==> src/rtl/ifetch_stage.sv <==
// Instruction-fetch stage: owns the fetch PC, keeps at most one memory request in flight and
// buffers one instruction for decode. Redirects drop the stale in-flight response.
module ifetch_stage #(
  parameter logic [31:0] RESET_PC       = 32'h8000_0000,
  parameter int unsigned IF_TO_ID_WIDTH = 64
) (
  input  logic                      clk,
  input  logic                      rst,
  output logic                      imem_req,
  output logic [31:0]               imem_addr,
  input  logic                      imem_gnt,
  input  logic                      imem_rvalid,
  input  logic [31:0]               imem_rdata,
  input  logic                      id_allowin,
  output logic                      if_to_id_valid,
  output logic [IF_TO_ID_WIDTH-1:0] if_to_id_bus,
  output logic                      if_flush,
  input  logic                      br_redirect,
  input  logic [31:0]               br_target,
  input  logic                      exc_redirect,
  input  logic [31:0]               exc_target
);

  typedef enum logic [0:0] {StIdle, StWait} state_e;

  state_e                      state_q, state_d;
  logic [31:0]                 fetch_pc_q, fetch_pc_d;
  logic [31:0]                 req_pc_q, req_pc_d;
  logic                        discard_q, discard_d;
  logic                        out_valid_q, out_valid_d;
  logic [IF_TO_ID_WIDTH-1:0]   out_bus_q, out_bus_d;
  logic                        flush_pending_q, flush_pending_d;
  logic                        out_flush_q, out_flush_d;

  logic        redirect;
  logic [31:0] target_raw;
  logic [31:0] target;
  logic        resp;

  assign redirect   = exc_redirect | br_redirect;
  assign target_raw = exc_redirect ? exc_target : br_target;
  assign target     = target_raw & ~32'h3;
  assign resp       = (state_q == StWait) & imem_rvalid;

  assign imem_req       = !rst & (state_q == StIdle) & !redirect & (!out_valid_q | id_allowin);
  assign imem_addr      = fetch_pc_q;
  assign if_to_id_valid = out_valid_q;
  assign if_to_id_bus   = out_bus_q;
  assign if_flush       = out_flush_q & out_valid_q;

  always_comb begin
    state_d         = state_q;
    fetch_pc_d      = fetch_pc_q;
    req_pc_d        = req_pc_q;
    discard_d       = discard_q;
    out_valid_d     = out_valid_q;
    out_bus_d       = out_bus_q;
    flush_pending_d = flush_pending_q;
    out_flush_d     = out_flush_q;

    if (out_valid_q && id_allowin) begin
      out_valid_d = 1'b0;
    end

    if (resp) begin
      state_d = StIdle;
      if (discard_q) begin
        discard_d = 1'b0;
      end else if (!redirect) begin
        out_bus_d       = {imem_rdata, req_pc_q};
        out_valid_d     = 1'b1;
        out_flush_d     = flush_pending_q;
        flush_pending_d = 1'b0;
      end
    end

    if (imem_req && imem_gnt) begin
      req_pc_d   = fetch_pc_q;
      fetch_pc_d = fetch_pc_q + 32'd4;
      state_d    = StWait;
    end

    // Redirect overrides everything above; a pending response is marked stale.
    if (redirect) begin
      fetch_pc_d  = target;
      out_valid_d = 1'b0;
      if ((state_q == StWait) && !imem_rvalid) begin
        discard_d = 1'b1;
      end
      if (exc_redirect) begin
        flush_pending_d = 1'b1;
      end
    end
  end

  always_ff @(posedge clk) begin
    if (rst) begin
      state_q         <= StIdle;
      fetch_pc_q      <= RESET_PC;
      req_pc_q        <= '0;
      discard_q       <= 1'b0;
      out_valid_q     <= 1'b0;
      out_bus_q       <= '0;
      flush_pending_q <= 1'b0;
      out_flush_q     <= 1'b0;
    end else begin
      state_q         <= state_d;
      fetch_pc_q      <= fetch_pc_d;
      req_pc_q        <= req_pc_d;
      discard_q       <= discard_d;
      out_valid_q     <= out_valid_d;
      out_bus_q       <= out_bus_d;
      flush_pending_q <= flush_pending_d;
      out_flush_q     <= out_flush_d;
    end
  end

endmodule

==> config.mk <==
export PLATFORM = sky130hd
export DESIGN_NAME = ifetch_stage
export DESIGN_NICKNAME = d
export VERILOG_FILES = /design/src/rtl/ifetch_stage.sv
export SDC_FILE = /design/constraint.sdc
export NUM_CORES = 1
export LEC_CHECK = 0
export CAP_MARGIN = 10
export CORE_MARGIN = 8
export CORE_UTILIZATION = 45
export CTS_BUF_LIST = sky130_fd_sc_hd__clkbuf_4
export CTS_CLUSTER_SIZE = 14
export DETAILED_ROUTE_END_ITERATION = 8
export GPL_ROUTABILITY_DRIVEN = 0
export PLACE_DENSITY = 0.91
export SYNTH_ARGS = -nofsm -noshare
export SYNTH_HDL_FRONTEND = slang
export SYNTH_SLANG_ARGS = --single-unit
==> constraint.sdc <==
create_clock -name clk -period 3.3 [get_ports clk]
set_input_delay 0.66 -clock clk [delete_from_list [all_inputs] [get_ports clk]]
set_output_delay 0.66 -clock clk [all_outputs]
set_load 0.1 [all_outputs]
==> impl_metrics.tcl, run 1 <==
set metrics [dict create \
    outcome "completed" \
    postSynthCellCount 701 \
    cts_tree "built" \
    dpl_cell_area_um2 7250 \
    crit_arrival_ns 2.15 \
    synth_top_area_frac 0.470 \
    io_buffers 193 \
    crit_path_end_kind "output port" \
    stdcell_area_um2 7520 \
    fmax_ghz 0.355 \
    vdd_drop_max_mv 0.233 \
    syn2layout_area_growth_pct 39.1 \
    place_hpwl_um 13200 \
    post-cts-setup-buffers 0 \
    ctsHoldBuffers 0 \
    yosysTopAreaCell "dfxtp_1" \
    die_w_um 126 \
    startpoint_type "input port" \
    grt_max_degree 57 \
    firstDrtPassIters 5 \
    synth_area_um2 5410 \
    setup_tns_ns 0 \
    first_iter_violations 556 \
    clk-insertion-delay-late_ns 0.54 \
    clockBufferDepth 2 \
    crit_fanout 8 \
    critical_path.cell_chain "clkdlybuf4s50_1 > or2_1 > nor4_4 > buf_12" \
    vias 5679 \
    hp-class "reg -> reg" \
    multiInputGateArea_um2 2640 \
    synth_edf_count 0 \
    synthFlopType "dfxtp_1" \
    critPathSlowestCell "clkdlybuf4s50_1" \
    p_leak_nw 2.79 \
    grt_pass1_wl_um 28600 \
    routedWlPerCell_um 17.3 \
    fin_crit_sh 0.853 \
    required_ns 2.64 \
    finalCriticalPeriod_ns 2.81 \
    detail-route-antenna-nets 0 \
    post-route-drc-count 0 \
    layout-drive-gt1-share 0.176 \
    ys.warnings.count 0 \
    synth.distinct_cells 58 \
    regArea_um2 2540 \
    antenna_found_initial 1 \
    critPathTopFamily "buffers and inverters" \
    grt_usage 0.224 \
    dieArea_um2 15800 \
    final_nets 985 \
    yosys_register_bits 127 \
    setup_violations 0 \
    path_clk_slew_ns 0.12 \
    slew_violations 0 \
    numClockSinks 127 \
    start_util 0.456 \
    max_slew_margin 0.540 \
    ys_async_sr_fraction 0 \
    rsz0062_at_grt "false" \
    cts_max_level 4 \
    hold_viol_final 0 \
    tightestPinTransition_ns 0.685 \
    cts_resized 0 \
    io_pins 202 \
    p_per_area_nw_per_um2 436 \
    fin_skew_ns 0.0133 \
    path_class "in -> out" \
    slowest_delay_ns 0.58 \
    wirelength_um 18000 \
    coreArea_um2 11900 \
    fillers 1062 \
    synthTopCellsByArea "dfxtp_1 47%, nand2_1 15%, a21oi_1 10%" \
    die_h_um 126 \
    ys_seq_area_frac 0.470 \
    crit_buf_inv 2 \
    maxCapViolations 0 \
    grt_pass1_vias 5563 \
    cts_made_buffers 17 \
    grt-ovfl-total 0 \
    rows 40 \
    clock-root-buffer "clkbuf_4" \
    vias_per_cell 5.45 \
    avgSynthCellArea_um2 7.72 \
]
-- synth_stat cells (all sizes together), types with 2 or more instances --
| library cell | number |
|---|---|
| nand2 | 217 |
| dfxtp | 127 |
| a21oi | 110 |
| clkbuf | 42 |
| nor2 | 27 |
| o22ai | 17 |
| nor3 | 16 |
| a211oi | 13 |
| nand4 | 12 |
| buf | 11 |
| nand3 | 11 |
| o21ai | 10 |
| xor2 | 10 |
| inv | 8 |
| mux2i | 7 |
| a31oi | 5 |
| nor4 | 5 |
| o41ai | 5 |
| and3 | 4 |
| or2 | 4 |
| o21a | 3 |
| a311oi | 2 |
| and2 | 2 |
| nand2b | 2 |
| nor2b | 2 |
| o31ai | 2 |
| o32a | 2 |
| or2b | 2 |
| or3 | 2 |
| xnor2 | 2 |
-- where the power goes --
group	internal, mW	leakage [nW]	switching (mW)
logic	0.208	1.62	0.401
registers	1.57	1.03	0.0624
clock network	0.441	0.131	0.596
-- kinds of logic after synthesis --
group,count (synthesis),share of synthesized area
other,1,0.000693
and+or+nand+nor,310,0.248
muxes,8,0.0150
DFF,127,0.470
adders and majority gates,1,0.00231
xor gates and xnor gates,12,0.0194
AOI/OAI and AO/OA,180,0.195
buffers and inverters,62,0.0493
-- worst paths after layout --
| check | startpoint | to | slack (ns) | cells past startpoint |
|---|---|---|---|---|
| max reg2reg | imem_addr[2] | imem_addr[30] | 1.13 | 6 |
| min reg2reg | req_pc_q[11] | if_to_id_bus[11] | 0.45 | 2 |
| min | req_pc_q[11] | if_to_id_bus[11] | 0.45 | 2 |
| max | br_redirect | imem_req | 0.49 | 4 |
-- sequential cells by signal, summed over array words and instances (netlist names), named ones only --
name             count
if_to_id_bus        62
if_to_id_valid       1
out_flush_q          1
flush_pending_q      1
state_q              1
req_pc_q            30
imem_addr           30
-- worst register-to-register path, stage by stage, from the launching register on --
cell and delay, ns:
dfxtp_1 0.54, ha_1 0.27, nand2_1 0.10, nor3_1 0.55
nand4_1 0.22, xor2_1 0.19, a211oi_1 0.22
-- cell usage in the layout, fill, tap and decap left out, types with 3 or more instances in the layout --
cell type	instances
a211oi_1	12
a21oi_1	110
a31oi_1	5
and3_1	4
buf_4	112
clkbuf_4	17
clkdlybuf4s50_1	97
clkinv_1	3
clkinv_2	3
clkinvlp_4	6
conb_1	4
dfxtp_1	127
inv_1	8
mux2i_1	7
nand2_1	216
nand3_1	11
nand4_1	11
nor2_1	27
nor3_1	14
nor4_1	3
o21a_1	3
o21ai_0	10
o22ai_1	17
o41ai_1	5
or2_2	3
xor2_1	10
-- metrics by stage --
stage,setup WS [ns],hold slack [ns],instances,utilization,power [mW]
6_report,0.485,0.453,1042,0.634,3.28
5_1_grt,0.429,0.458,1042,0.634,3.40
4_1_cts,0.492,0.456,1041,0.634,3.29
3_5_place_dp,0.361,0.445,1009,0.611,2.27
3_3_place_gp,0.495,0.439,1009,0.611,2.26
2_1_floorplan,0.182,0.432,704,-,2.04
-- per-layer routing --
layer / routed length [um] / vias up / GRT usage
met5: 0 / - / 0
met4: 782 / 0 / 0.125
met3: 1270 / 56 / 0.0565
met2: 8760 / 263 / 0.373
met1: 7230 / 2582 / 0.260
li1: - / 2778 / -
-- layout make-up --
| type | instances | share of cell area |
|---|---|---|
| antenna | 1 | 0.000333 |
| clock buffer | 17 | 0.0170 |
| clock inverter | 15 | 0.0193 |
| inverter | 9 | 0.00449 |
| multi-input combinational | 515 | 0.350 |
| sequential | 127 | 0.338 |
| tap | 147 | 0.0244 |
| timing repair buffer | 211 | 0.246 |
Power figures use the tool's default switching activity.
==> run 2: changes to the inputs <==
--- a/config.mk
+++ b/config.mk
@@ -6,6 +6,7 @@
 export NUM_CORES = 1
 export LEC_CHECK = 0
 export CAP_MARGIN = 10
+export CORE_ASPECT_RATIO = 1.4
 export CORE_MARGIN = 8
 export CORE_UTILIZATION = 45
 export CTS_BUF_LIST = sky130_fd_sc_hd__clkbuf_4
@@ -16,3 +17,4 @@
 export SYNTH_ARGS = -nofsm -noshare
 export SYNTH_HDL_FRONTEND = slang
 export SYNTH_SLANG_ARGS = --single-unit
+export TNS_END_PERCENT = 10
==> run 2 against run 1 <==
Sequential share of layout area is essentially flat. Register-to-register slack lost 0.17 ns. Critical path depth stayed put. Largest power group unchanged. Critical endpoint unchanged.
==> impl_metrics.tcl, run 2 (synthesized netlist as in run 1, its figures left out) <==
set metrics [dict create \
    clockBufferDepth 2 \
    dieArea_um2 15800 \
    hold_ws_ns 0.445 \
    setup_violations 0 \
    crit_arrival_ns 2.04 \
    fin_crit_sh 0.818 \
    grt_usage 0.213 \
    fmax_ghz 0.371 \
    r2r.worst_path.cells 5 \
    coreArea_um2 11800 \
    firstDrtPassIters 6 \
    rows 47 \
    grt_pass1_wl_um 27200 \
    vdd_drop_max_mv 0.266 \
    detail-route-antenna-nets 0 \
    antenna_found_initial 1 \
    layout-drive-gt1-share 0.178 \
    path_clk_slew_ns 0.12 \
    vias 5688 \
    min_delay_path_depth 2 \
    post-place-ws_ns 0.510 \
    maxCapViolations 0 \
    slew_violations 0 \
    die_h_um 146 \
    vias_per_cell 5.45 \
    finalCriticalPeriod_ns 2.70 \
    io_buffers 193 \
    largest_reg_flops 62 \
    place_hpwl_um 12800 \
    cts_resized 0 \
    final_common_cell "nand2_1" \
    cts_made_buffers 17 \
    max_slew_margin 0.453 \
    post-route-drc-count 0 \
    r2r-start "imem_addr[9]" \
    p_per_area_nw_per_um2 435 \
    holdPathEnd "if_to_id_bus[2]" \
    die_w_um 109 \
    start_util 0.460 \
    cts_max_level 4 \
    rr_endpoint "imem_addr[28]" \
    hp-class "reg -> reg" \
    numClockSinks 127 \
    syn2layout_area_growth_pct 39.2 \
    ctsHoldBuffers 0 \
    use_met3 0.0598 \
    final_nets 986 \
    r2r_slack_ns 0.96 \
    p_leak_nw 2.80 \
    clock-root-buffer "clkbuf_4" \
    grt_busiest_layer "met2" \
    grt-ovfl-total 0 \
    startpoint_type "input port" \
    worstHoldStart "req_pc_q[2]" \
    routedWlPerCell_um 16.4 \
    tightestPinTransition_ns 0.814 \
    worst_slack_ns 0.601 \
    setup.worst_path.start "exc_redirect" \
    required_ns 2.64 \
    final_cell_mix "216 x nand2_1, 127 x dfxtp_1, 113 x buf_4, 110 x a21oi_1, 97 x clkdlybuf4s50_1" \
    grt_max_degree 76 \
    path_class "in -> out" \
    post-cts-setup-buffers 0 \
    fin_skew_ns 0.0149 \
    io_pins 202 \
    clk-insertion-delay-late_ns 0.53 \
    grt_pass1_vias 5503 \
    cts_tree "built" \
    hold_viol_final 0 \
    stdcell_area_um2 7530 \
    crit_fanout 10 \
    crit_path_end_kind "output port" \
    rsz0062_at_grt "false" \
    met1_usage 0.249 \
    grt_util_met2 0.345 \
    first_iter_violations 481 \
    wirelength_um 17200 \
    dpl_cell_area_um2 7260 \
    setup_tns_ns 0 \
    outcome "completed" \
]
==> run 2: cell count changes in the layout (fill, tap and decap cells not counted) <==
cell	delta
buf_4	+1
clkinvlp_4	-1
clkinv_1	-1
clkinv_4	+2
clkinv_2	+1
inv_6	-1
==> run 2: cell type report <==
cell class,count,area [um2]
diodes,1,2.50
clock buffers,17,128
clock inverters,15,148
fillers,998,4230
inverters,9,33.8
multi-input cells,515,2640
flip-flops and latches,127,2540
well taps,147,184
repair buffers,212,1860
==> run 2: metal layers <==
metal  share of wire  vias to the layer above  wire length [um]
met5               0                        -                 0
met4           0.039                        0               667
met3           0.087                       48              1500
met2            0.48                      299              8160
met1            0.40                     2566              6830
li1                -                     2775                 -
==> run 2: per-stage QoR <==
stage	power, mW	utilization	cells
2_1_floorplan	2.04	-	704
3_3_place_gp	2.26	0.617	1010
3_5_place_dp	2.27	0.617	1010
4_1_cts	3.29	0.640	1042
5_1_grt	3.40	0.641	1043
6_report	3.28	0.641	1043
==> run 2: power breakdown <==
group / internal [mW] / switching (mW) / total (mW)
combinational: 0.210 / 0.399 / 0.609
clock: 0.442 / 0.597 / 1.04
sequential: 1.57 / 0.0588 / 1.63
total: 2.22 / 1.06 / 3.28
==> run 2: worst max path at each step <==
stage / to
2_1_floorplan: imem_req
3_3_place_gp: imem_addr[12]
3_5_place_dp: imem_addr[12]
4_1_cts: imem_req
5_1_grt: imem_req
6_report: imem_req
==> run 2: worst max-delay path: stages <==
cell	delay, ns
clkdlybuf4s50_1	0.56
or2_1	0.32
nor4_4	0.27
buf_12	0.22
